`src/rtl/probe_request_scheduler_if.sv`:
```
// probe_request_scheduler_if: memory read request/response port between scheduler and memory
interface probe_request_scheduler_if;
  logic        req_valid_out;
  logic        req_ready_in;
  logic [63:0] req_addr_out;
  logic        rsp_valid_in;
  modport master (output req_valid_out, req_addr_out, input req_ready_in, rsp_valid_in);
  modport slave  (input req_valid_out, req_addr_out, output req_ready_in, rsp_valid_in);
endinterface

```
`src/rtl/probe_request_scheduler.sv`:
```
// probe_request_scheduler: walks [start, end) by step issuing capped outstanding memory reads
module probe_request_scheduler #(
  parameter int MAX_OUTSTANDING = 16,
  parameter int OUTST_W = 5
) (
  input  logic                          clk,
  input  logic                          rst,
  input  logic                          go_in,
  input  logic [63:0]                   start_in,
  input  logic [63:0]                   end_in,
  input  logic [63:0]                   step_in,
  probe_request_scheduler_if.master     req,
  output logic                          busy_out,
  output logic                          done_out,
  output logic                          err_out,
  output logic [63:0]                   issued_count_out
);
  typedef enum logic [1:0] {IDLE, ISSUE, DRAIN, DONE} state_t;
  localparam logic [OUTST_W-1:0] MAX_O = OUTST_W'(MAX_OUTSTANDING);
  state_t state_q, state_d;
  logic [63:0] addr_q, addr_d, end_q, end_d, step_q, step_d, issued_q, issued_d;
  logic [OUTST_W-1:0] outst_q, outst_d;
  logic err_q, err_d;
  logic go_acc, fire, rsp, exhausted, stray_rsp;
  logic [64:0] next;
  always_ff @(posedge clk) begin
    if (rst) state_q <= IDLE;
    else state_q <= state_d;
  end
  always_ff @(posedge clk) begin
    if (rst) begin
      addr_q   <= '0;
      end_q    <= '0;
      step_q   <= '0;
      issued_q <= '0;
      outst_q  <= '0;
      err_q    <= 1'b0;
    end else begin
      addr_q   <= addr_d;
      end_q    <= end_d;
      step_q   <= step_d;
      issued_q <= issued_d;
      outst_q  <= outst_d;
      err_q    <= err_d;
    end
  end
  always_comb begin
    state_d = state_q;
    case (state_q)
      IDLE:    if (go_in) state_d = (start_in >= end_in || step_in == '0) ? DONE : ISSUE;
      ISSUE:   if (fire && exhausted) state_d = DRAIN;
      DRAIN:   if (outst_q == '0) state_d = DONE;
      default: state_d = IDLE;
    endcase
  end
  // 65-bit sum so a carry out of the address space ends the job instead of wrapping
  always_comb begin
    go_acc    = (state_q == IDLE) && go_in;
    fire      = req.req_valid_out && req.req_ready_in;
    rsp       = req.rsp_valid_in;
    next      = {1'b0, addr_q} + {1'b0, step_q};
    exhausted = next[64] || (next[63:0] >= end_q);
    stray_rsp = rsp && !fire && (outst_q == '0);
    addr_d    = go_acc ? start_in : (fire && !exhausted) ? next[63:0] : addr_q;
    end_d     = go_acc ? end_in : end_q;
    step_d    = go_acc ? step_in : step_q;
    issued_d  = go_acc ? '0 : issued_q + 64'(fire);
    outst_d   = (fire && !rsp) ? outst_q + 1'b1 : (rsp && !fire && outst_q != '0) ? outst_q - 1'b1 : outst_q;
    err_d     = go_acc ? (step_in == '0 && start_in < end_in) : (err_q || stray_rsp);
  end
  always_comb begin
    req.req_valid_out = (state_q == ISSUE) && (outst_q < MAX_O);
    req.req_addr_out  = addr_q;
    busy_out          = state_q != IDLE;
    done_out          = state_q == DONE;
    err_out           = err_q;
    issued_count_out  = issued_q;
  end
endmodule

```
`src/flat_wrapper.sv`:
```
// flat-port wrapper written by rule: the top's interface ports become plain ports
module probe_request_scheduler_flat 
#(
  parameter int MAX_OUTSTANDING = 16,
  parameter int OUTST_W = 5
)
  (clk, rst, go_in, start_in, end_in, step_in, busy_out, done_out, err_out, issued_count_out, req_req_valid_out, req_req_addr_out, req_req_ready_in, req_rsp_valid_in);
  probe_request_scheduler_if req_i ();
  input  logic clk;
  input  logic rst;
  input  logic go_in;
  input  logic [63:0] start_in;
  input  logic [63:0] end_in;
  input  logic [63:0] step_in;
  output logic busy_out;
  output logic done_out;
  output logic err_out;
  output logic [63:0] issued_count_out;
  output wire logic [$bits(req_i.req_valid_out)-1:0] req_req_valid_out;
  output wire logic [$bits(req_i.req_addr_out)-1:0] req_req_addr_out;
  input wire logic [$bits(req_i.req_ready_in)-1:0] req_req_ready_in;
  input wire logic [$bits(req_i.rsp_valid_in)-1:0] req_rsp_valid_in;
  assign req_req_valid_out = req_i.req_valid_out;
  assign req_req_addr_out = req_i.req_addr_out;
  assign req_i.req_ready_in = req_req_ready_in;
  assign req_i.rsp_valid_in = req_rsp_valid_in;
  probe_request_scheduler #(.MAX_OUTSTANDING(MAX_OUTSTANDING), .OUTST_W(OUTST_W)) u_core (.clk(clk), .rst(rst), .go_in(go_in), .start_in(start_in), .end_in(end_in), .step_in(step_in), .req(req_i), .busy_out(busy_out), .done_out(done_out), .err_out(err_out), .issued_count_out(issued_count_out));
endmodule
```
`config.mk`:
```
export PLATFORM = sky130hd
export DESIGN_NAME = probe_request_scheduler_flat
export DESIGN_NICKNAME = d
export VERILOG_FILES = /design/src/rtl/probe_request_scheduler_if.sv /design/src/rtl/probe_request_scheduler.sv /design/src/flat_wrapper.sv
export SDC_FILE = /design/constraint.sdc
export NUM_CORES = 1
export LEC_CHECK = 0
export BUFFER_PORTS_ARGS = -buffer_cell sky130_fd_sc_hd__buf_4
export CAP_MARGIN = 20
export CELL_PAD_IN_SITES_DETAIL_PLACEMENT = 1
export CELL_PAD_IN_SITES_GLOBAL_PLACEMENT = 2
export CORE_MARGIN = 8
export CORE_UTILIZATION = 29
export DETAILED_ROUTE_END_ITERATION = 16
export MAX_ROUTING_LAYER = met4
export PLACE_DENSITY_LB_ADDON = 0.1
export SKIP_CTS_REPAIR_TIMING = 1
export SLEW_MARGIN = 10
export SYNTH_ARGS = -nofsm -noshare
export SYNTH_HDL_FRONTEND = slang
export SYNTH_SLANG_ARGS = --single-unit
```
`constraint.sdc`:
```
create_clock -name clk -period 4.7 [get_ports clk]
set_input_delay 0.94 -clock clk [delete_from_list [all_inputs] [get_ports clk]]
set_output_delay 0.94 -clock clk [all_outputs]
set_load 0.01 [all_outputs]
```
==> flow_metrics.tcl, run 1 <==
set metrics [dict create \
    status "finished, violations left" \
    violations "negative setup slack" \
    antenna_found_initial 2 \
    critical_path.max_fanout 12 \
    final_common_cell "buf_4" \
    min_period_ns 5.239 \
    setup_violations 66 \
    r2r-end "u_core.req.req_addr_out[42]$_SDFFE_PP0P_" \
    post-dp-hpwl_um 66740 \
    grt_pass1_wl_um 125100 \
    fp.dieW_um 265.4 \
    post-route-period-util_pct 111.5 \
    yosysUniqueCellTypes 83 \
    cts_tree "done" \
    io_pins 329 \
    powerDensity_mw_per_mm2 481.7 \
    seq_power_share_pct 22.9 \
    fmax_mhz 190.9 \
    core_mm2 0.06160 \
    max-slew-margin-rel_pct 33.52 \
    reg2reg_from "u_core.step_q[0]$_SDFFE_PP0P_" \
    p_sw_share_pct 41.04 \
    hold_violations 0 \
    dp_slack_ns -0.9888 \
    hold_end "u_core.end_q[31]$_SDFFE_PP0P_" \
    firstDrtPassIters 5 \
    worst_slew_pin_slew_ns 0.9896 \
    grt_max_degree 149 \
    power.total_mw 12.84 \
    num_vias 20130 \
    die-area_mm2 0.07045 \
    cts-root-buf "clkbuf_16" \
    syn_area_mm2 0.01804 \
    postSynth.asyncResetShare_pct 0 \
    track_usage_pct 23.07 \
    synth_edf_count 0 \
    power.share.clock_pct 21.9 \
    p_int_mw 7.573 \
    nFillCells 7453 \
    fin_nets 3509 \
    synth_seq_cells 264 \
    multiInputGateArea_mm2 0.01241 \
    drt_iter0_drc 953 \
    initial_core_util_pct 29.29 \
    maxSlewViolCount 0 \
    final_cell_mix "buf_4 (758), nand2_1 (442), dfxtp_1 (249)" \
    ant_nets 0 \
    synthCells 2406 \
    routed_wirelength_um 83970 \
    rsz0062_at_grt "true" \
    wl_per_cell_um 21.14 \
    rows 91 \
    path_clk_slew_ns 0.06 \
    cts.sink_count 264 \
    regArea_mm2 0.005311 \
    switchingPower_mw 5.271 \
    synthFlopType "dfxtp_1" \
    die_h_um 265.4 \
    synth_seq_area_share_pct 29.29 \
    worstPathArrival_ns 5.70 \
    crit_required_ns 5.16 \
    timing.final.ws_setup_ns -0.5393 \
    critPathLaunchType "register" \
    io_buffers 328 \
    drive_gt1_share_pct 31.69 \
    avgSynthCellArea_um2 7.499 \
    area_growth_pct 47.79 \
    clk_latency_ns 0.57 \
    path_class "reg -> reg" \
    final_util_pct 43.29 \
    min_path_cells 2 \
    fin_skew_ns 0.01847 \
    p_leak_nw 12.14 \
    worstHoldStart "u_core.end_q[31]$_SDFFE_PP0P_" \
    cap_viol_max_count 0 \
    syn_nets 2807 \
    crit_path_end_kind "register" \
    cts_buffers 37 \
    min_path_type "reg -> reg" \
    routabilityCongestion 0.9083 \
    rrSetupSlack_ns -0.54 \
    htree_levels 2 \
    vdd_drop_max_v 0.0002365 \
    comb_power_share_pct 55.2 \
    grt_pass1_vias 21430 \
    clockBufferDepth 3 \
    viasPerCell 5.066 \
    synth_warnings 0 \
    drc 0 \
    reg2regPathDepth 23 \
    gr-total-overflow 0 \
]
-- sequential cells by signal, indices dropped and copies added, names as in the netlist --
register	cells
u_core.outst_q	5
u_core.end_q	64
u_core.state_q	2
u_core.step_q	64
u_core.req.req_addr_out	64
u_core.issued_count_out	64
u_core.err_out	1
-- final cells by class --
| type | instances | area share [%] |
|---|---|---|
| Multi-Input combinational cell | 1859 | 46.53 |
| Clock buffer | 57 | 4.092 |
| Clock inverter | 7 | 0.4411 |
| Sequential cell | 264 | 19.92 |
| Tap cell | 837 | 3.928 |
| Antenna cell | 3 | 0.02815 |
| Timing Repair Buffer | 778 | 22.70 |
| Inverter | 168 | 2.365 |
-- how the worst max path moves through the flow --
stage,from,endpoint,slack [ns],depth (start not counted)
global route,u_core.step_q[0]$_SDFFE_PP0P_,u_core.req.req_addr_out[50]$_SDFFE_PP0P_,-0.75,25
global placement,u_core.req.req_addr_out[17]$_SDFFE_PP0P_,u_core.req.req_addr_out[49]$_SDFFE_PP0P_,-0.90,24
detailed placement,u_core.req.req_addr_out[0]$_SDFFE_PP0P_,u_core.req.req_addr_out[49]$_SDFFE_PP0P_,-0.99,24
floorplan,u_core.req.req_addr_out[35]$_SDFFE_PP0P_,u_core.req.req_addr_out[53]$_SDFFE_PP0P_,-0.03,21
CTS,u_core.req.req_addr_out[0]$_SDFFE_PP0P_,u_core.req.req_addr_out[49]$_SDFFE_PP0P_,-1.07,24
finish,u_core.step_q[0]$_SDFFE_PP0P_,u_core.req.req_addr_out[42]$_SDFFE_PP0P_,-0.54,23
-- metal layers --
metal | global-route usage (%) | vias up | share of wire (%)
met5 | - | - | 0
met4 | 7.329 | 0 | 2.8
met3 | 3.251 | 94 | 3.6
met2 | 37.31 | 346 | 47
met1 | 29.60 | 9810 | 47
li1 | - | 9877 | -
-- synth_stat cells (all sizes together) (21+ instances only) --
cell type	instances	area share [%]
a21o	38	1.6
a21oi	273	7.6
a31oi	47	1.6
and3	36	1.2
buf	34	1.1
clkbuf	81	1.7
dfxtp	264	29
ha	202	14
inv	168	3.5
nand2	466	9.7
nand3	54	1.5
nand4	57	2.0
nor2	135	2.9
nor4	33	1.2
o211ai	21	0.87
o21ai	138	3.8
or3	26	0.90
xnor2	49	2.4
xor2	55	2.7
-- per-stage QoR --
| stage | hold WS (ns) | cells | instance area, µm² | TNS [ns] |
|---|---|---|---|---|
| finish | 0.4534 | 3973 | 26660 | -29.44 |
| global placement | 0.4433 | 3875 | 24480 | -45.39 |
| detailed placement | 0.4503 | 3875 | 24480 | -51.97 |
| global route | 0.4695 | 3973 | 26660 | -44.77 |
| CTS | 0.4579 | 3939 | 25690 | -56.23 |
| floorplan | 0.4363 | 2406 | 18220 | -0.1011 |
-- critical path, stage by stage, from the launching register on --
cell	delay, ns
dfxtp_1	0.32
ha_2	0.19
buf_4	0.13
a211o_1	0.34
a21oi_4	0.18
a21boi_2	0.09
o2111ai_2	0.24
nor4b_4	0.36
buf_4	0.21
nor2_4	0.05
or4_1	0.46
and4_4	0.18
ha_4	0.15
or3_1	0.35
o2111a_1	0.25
a31o_2	0.24
a41oi_4	0.21
nand2_2	0.09
buf_6	0.15
nor3_4	0.31
buf_4	0.21
clkbuf_16	0.17
o21ai_0	0.10
a21o_1	0.16
-- power by group through the flow --
stage	Sequential (mW)	Combinational, mW	Clock [mW]
detailed placement	2.97	6.59	0
CTS	2.93	6.64	2.90
floorplan	2.98	3.14	0
finish	2.94	7.09	2.81
global placement	2.96	6.45	0
global route	2.99	7.73	3.00
-- cell families after synthesis --
kind of cell	Yosys count	share of synthesized area, %
fa+ha+maj	204	14.23
simple gates	896	22.84
flops	264	29.29
buf+inv	283	6.283
xor+xnor	104	5.049
compound gates	649	21.97
mux	6	0.3329
Power figures use the tool's default switching activity.
==> inputs of run 2 (changes only) <==
Settings changed: PLACE_DENSITY_LB_ADDON 0.1 to 0.25, SKIP_CTS_REPAIR_TIMING 1 to default.
==> run 2 against run 1 <==
Net effect:
- the flow still finishes with violations (negative setup slack)
- utilization increased by 0.35 points
- register-to-register slack got worse by 0.05 ns
- sequential share of layout area decreased by 0.17 points
- critical path depth decreased by 2
- count of clock-buffer cells in the layout decreased by 7
- cell area increased by 0.80%
- combinational power increased by 0.8%
- die area unchanged
- hold slack improved by 0.00054 ns
- critical path type unchanged
==> flow_metrics.tcl, run 2 (synthesized netlist as in run 1, its figures left out) <==
set metrics [dict create \
    status "finished, violations left" \
    violations "negative setup slack" \
    final_common_cell "buf_4" \
    vdd_drop_max_v 0.0002143 \
    path_clk_slew_ns 0.06 \
    p_leak_nw 12.22 \
    die_h_um 265.4 \
    htree_levels 2 \
    fin_nets 3521 \
    antenna-diode-count 0 \
    antenna_found_initial 0 \
    cts.sink_count 264 \
    holdWs_ns 0.4540 \
    clockBufferDepth 3 \
    wl_per_cell_um 20.81 \
    min_period_ns 5.289 \
    clk_latency_ns 0.56 \
    die-area_mm2 0.07045 \
    crit_slowest_cell "or4_1" \
    area_growth_pct 48.97 \
    powerDensity_mw_per_mm2 481.4 \
    critPathBufInv 3 \
    io_buffers 328 \
    gr-total-overflow 0 \
    routabilityCongestion 0.9075 \
    drt_iter0_drc 950 \
    max_stage_delay_ns 0.52 \
    routed_wirelength_um 82930 \
    drc 0 \
    cts_hold_buf 0 \
    cts-root-buf "clkbuf_16" \
    critPathTopFamily "simple AND/OR/NAND/NOR gates" \
    nFillCells 7476 \
    crit_path_end_kind "register" \
    post-route-period-util_pct 112.5 \
    final_cell_mix "buf_4 (762), nand2_1 (450), a21oi_1 (255)" \
    post-dp-hpwl_um 65870 \
    initial_core_util_pct 29.29 \
    final_area_mm2 0.02688 \
    max-slew-margin-rel_pct 29.76 \
    worstPathArrival_ns 5.73 \
    worst_slew_pin_slew_ns 1.027 \
    cts_buffers 36 \
    power.total_mw 12.94 \
    place_area_mm2 0.02458 \
    firstDrtPassIters 7 \
    setup_tns_ns -32.59 \
    maxSlewViolCount 0 \
    grt_max_degree 78 \
    io_pins 329 \
    path_cells "ha_4 -> buf_4 -> a211o_1 -> a21oi_2 -> a21boi_2 -> o2111ai_2 -> nor4b_4 -> buf_4 -> nor2_4 -> or4_1 -> and4_4 -> ha_4 -> or3_1 -> o2111a_1 -> a31o_2 -> a41oi_2 -> nand2_2 -> or3_4 -> buf_12 -> and4_1 -> a211o_1" \
    multiInputGateArea_mm2 0.01241 \
    regArea_mm2 0.005309 \
    hold_violations 0 \
    timing.final.ws_setup_ns -0.5889 \
    core_mm2 0.06160 \
    fp.dieW_um 265.4 \
    num_vias 20330 \
    critPathLaunchType "register" \
    viasPerCell 5.102 \
    ant_nets 0 \
    grt_pass1_wl_um 126400 \
    path_class "reg -> reg" \
    critical_path.max_fanout 7 \
    fin_skew_ns 0.01824 \
    rsz0062_at_grt "true" \
    drive_gt1_share_pct 31.96 \
    grt_pass1_vias 21770 \
    track_usage_pct 23.14 \
    cap_viol_max_count 0 \
    min_path_type "reg -> reg" \
    cts_tree "done" \
    crit_required_ns 5.14 \
    rows 91 \
    setup_violations 66 \
    fmax_mhz 189.1 \
]
==> run 2: cell count changes in the layout (fill, tap and decap cells not counted), sizes merged <==
cell / delta
clkinv: +8
diode: -3
clkinvlp: -1
buf: +15
bufinv: +2
clkbuf: -9
==> run 2: layer usage <==
metal	track usage (%)	vias to the layer above	wire, µm
met1	28.95	9892	37500
li1	-	9905	-
met4	5.530	0	2021
met3	2.946	108	3262
met5	-	-	0
met2	39.43	428	40140
==> run 2: final cells by class <==
class	count	share of cell area, %
repair buffers	791	23.32
well taps	837	3.896
clock inverters	16	0.7495
clock buffers	50	3.771
multi-input cells	1859	46.17
inverters	168	2.346
flip-flops and latches	264	19.75
==> run 2: where the power goes <==
| group | leakage (nW) | internal (mW) | switching, mW |
|---|---|---|---|
| registers | 2.17 | 2.64 | 0.301 |
| logic | 9.45 | 3.35 | 3.79 |
| clock network | 0.600 | 1.69 | 1.17 |
| total | 12.2 | 7.68 | 5.26 |
==> run 2: worst min-delay path: cells and delay by family (launching register included) <==
family / cells / cell delay (ns)
DFF: 1 / 0.30
AOI/OAI and AO/OA: 1 / 0.05
and+or+nand+nor: 1 / 0.05
==> run 2: timing repair <==
item	CTS	global route
cloned	4	4
buffers inserted	13	18
setup endpoints to repair	66	66
resized for setup	86	57
pin swaps	34	68
==> run 2: stage by stage <==
step / setup slack (ns) / cells / utilization (%)
6_report: -0.5889 / 3985 / 43.64
3_3_place_gp: -0.7942 / 3885 / 39.91
4_1_cts: -0.5156 / 3967 / 42.89
3_5_place_dp: -0.9702 / 3885 / 39.91
2_1_floorplan: -0.02865 / 2406 / -
5_1_grt: -0.7760 / 3985 / 43.64
==> run 2: worst paths after layout <==
path                                                         startpoint                                        to  slack, ns  cells past startpoint
worst max-delay path            u_core.req.req_addr_out[0]$_SDFFE_PP0P_  u_core.req.req_addr_out[46]$_SDFFE_PP0P_      -0.59                     21
worst min register to register            u_core.end_q[11]$_SDFFE_PP0P_             u_core.end_q[11]$_SDFFE_PP0P_       0.45                      2
worst min-delay path                      u_core.end_q[11]$_SDFFE_PP0P_             u_core.end_q[11]$_SDFFE_PP0P_       0.45                      2
worst max register to register  u_core.req.req_addr_out[0]$_SDFFE_PP0P_  u_core.req.req_addr_out[46]$_SDFFE_PP0P_      -0.59                     21
==> inputs of run 3 (changes only) <==
Settings changed: CORE_ASPECT_RATIO from default to 1.2.
==> run 3 against run 2 <==
Net effect:
- the flow still finishes with violations (negative setup slack)
- combinational power down 0.6%
- first-iteration DRC count down 19%
- critical path depth up 1
- hold slack about the same
- die area about the same
- via count down 0.74%
- sequential power about the same
- critical path type unchanged
- flip-flop and latch count unchanged
- fmax up 2.5%
- cell area down 0.72%
- critical endpoint is now u_core.req.req_addr_out[63]$_SDFFE_PP0P_
- final cell count down 1.2%
- routed wire length down 0.16%
==> flow_metrics.tcl, run 3 (synthesized netlist as in run 1, its figures left out) <==
set metrics [dict create \
    status "finished, violations left" \
    violations "negative setup slack" \
    viasPerCell 5.125 \
    routabilityCongestion 0.8884 \
    power.total_mw 12.75 \
    gr-total-overflow 0 \
    cts.sink_count 264 \
    track_usage_pct 22.89 \
    cts_tree "done" \
    wl_per_cell_um 21.03 \
    rsz0062_at_grt "true" \
    min_path_type "reg -> reg" \
    worstPathArrival_ns 5.66 \
    firstDrtPassIters 5 \
    clockBufferDepth 3 \
    maxSlewViolCount 0 \
    worst_slew_pin_slew_ns 0.8987 \
    nFillCells 7554 \
    max-slew-margin-rel_pct 40.09 \
    final_area_mm2 0.02668 \
    htree_levels 2 \
    grt_pass1_vias 21680 \
    seq_power_share_pct 23.1 \
    io_buffers 328 \
    routed_wirelength_um 82800 \
    powerDensity_mw_per_mm2 477.7 \
    drc 0 \
    p_int_mw 7.508 \
    num_vias 20180 \
    post-dp-hpwl_um 65950 \
    core_mm2 0.06181 \
    grt_max_degree 158 \
    dp_slack_ns -0.9686 \
    fp.dieW_um 243.7 \
    critPathLaunchType "register" \
    timing.final.ws_setup_ns -0.4618 \
    cts_buffers 34 \
    io_pins 329 \
    post-route-period-util_pct 109.8 \
    place_area_mm2 0.02442 \
    initial_core_util_pct 29.19 \
    fin_skew_ns 0.02761 \
    p_leak_nw 12.07 \
    cts-root-buf "clkbuf_16" \
    path_clk_slew_ns 0.06 \
    rows 100 \
    drt_iter0_drc 765 \
    cts_hold_buf 0 \
    fmax_mhz 193.7 \
    vdd_drop_max_v 0.0002628 \
    path_class "reg -> reg" \
    final_common_cell "buf_4" \
    setup_tns_ns -23.74 \
    die_h_um 289.2 \
    power.share.clock_pct 21.1 \
    area_growth_pct 47.90 \
    crit_path_end_kind "register" \
    setup_violations 66 \
    hold_violations 0 \
    crit_required_ns 5.20 \
    comb_power_share_pct 55.8 \
    antenna_found_initial 1 \
    switchingPower_mw 5.238 \
    drive_gt1_share_pct 31.91 \
    cap_viol_max_count 0 \
    critical_path.max_fanout 8 \
    min_period_ns 5.162 \
    clk_latency_ns 0.56 \
    grt_pass1_wl_um 125100 \
    ant_nets 0 \
    fin_nets 3499 \
    final_cell_mix "buf_4 (745), nand2_1 (451), dfxtp_1 (250)" \
    p_sw_share_pct 41.09 \
    die-area_mm2 0.07049 \
]
run 3: layer usage:
metal	vias to the layer above	wire (µm)	track usage, %
met5	-	0	-
met1	9867	35310	26.46
li1	9880	-	-
met4	0	2204	5.441
met3	95	2855	3.052
met2	340	42430	41.63
run 3: critical path: stages, from the launching register on:
cell and delay [ns]:
dfxtp_2 0.34, ha_4 0.17, buf_6 0.11, a211o_1 0.32
a21oi_2 0.20, a21boi_2 0.10, o2111ai_2 0.23, nor4b_4 0.24
buf_4 0.18, buf_6 0.10, nor2_4 0.03, or4_1 0.52
and4_4 0.18, ha_4 0.15, or3_1 0.31, o2111a_1 0.26
a31o_4 0.24, a41oi_4 0.20, nand2_2 0.08, or3_4 0.44
buf_12 0.17, or4_1 0.46, nand2_1 0.07
run 3: worst paths after layout:
check | from | to | slack (ns) | cells past startpoint
max | u_core.step_q[0]$_SDFFE_PP0P_ | u_core.req.req_addr_out[63]$_SDFFE_PP0P_ | -0.46 | 22
min | u_core.end_q[27]$_SDFFE_PP0P_ | u_core.end_q[27]$_SDFFE_PP0P_ | 0.45 | 2
max reg2reg | u_core.step_q[0]$_SDFFE_PP0P_ | u_core.req.req_addr_out[63]$_SDFFE_PP0P_ | -0.46 | 22
min reg2reg | u_core.end_q[27]$_SDFFE_PP0P_ | u_core.end_q[27]$_SDFFE_PP0P_ | 0.45 | 2
run 3: per-stage QoR:
step	instances	hold slack (ns)	utilization, %
floorplan	2406	0.4363	-
global placement	3851	0.4441	39.51
detailed placement	3851	0.4505	39.51
CTS	3921	0.4592	42.24
global route	3938	0.4774	43.17
finish	3938	0.4535	43.17
run 3: final cells by class:
class,count,area [µm²],share of cell area (%)
timing repair buffer,771,6038,22.63
clock buffer,45,963.4,3.610
multi-input combinational,1859,12560,47.07
antenna,1,2.502,0.009378
inverter,168,630.6,2.363
sequential,264,5313,19.91
clock inverter,14,156.4,0.5861
tap,816,1021,3.826
run 3: power by group through the flow:
stage,combinational (mW),clock [mW],sequential [mW]
floorplan,3.14,0,2.98
global placement,6.37,0,2.95
detailed placement,6.55,0,2.96
CTS,6.83,2.78,2.94
global route,7.72,2.86,2.99
finish,7.11,2.69,2.94
run 3: what timing repair did:
| item | CTS | global route |
|---|---|---|
| gates resized for setup | 90 | 81 |
| setup buffers | 11 | 14 |
| endpoints found under the setup margin | 66 | 66 |
| gates cloned | 1 | 4 |
| pin swaps | 26 | 33 |
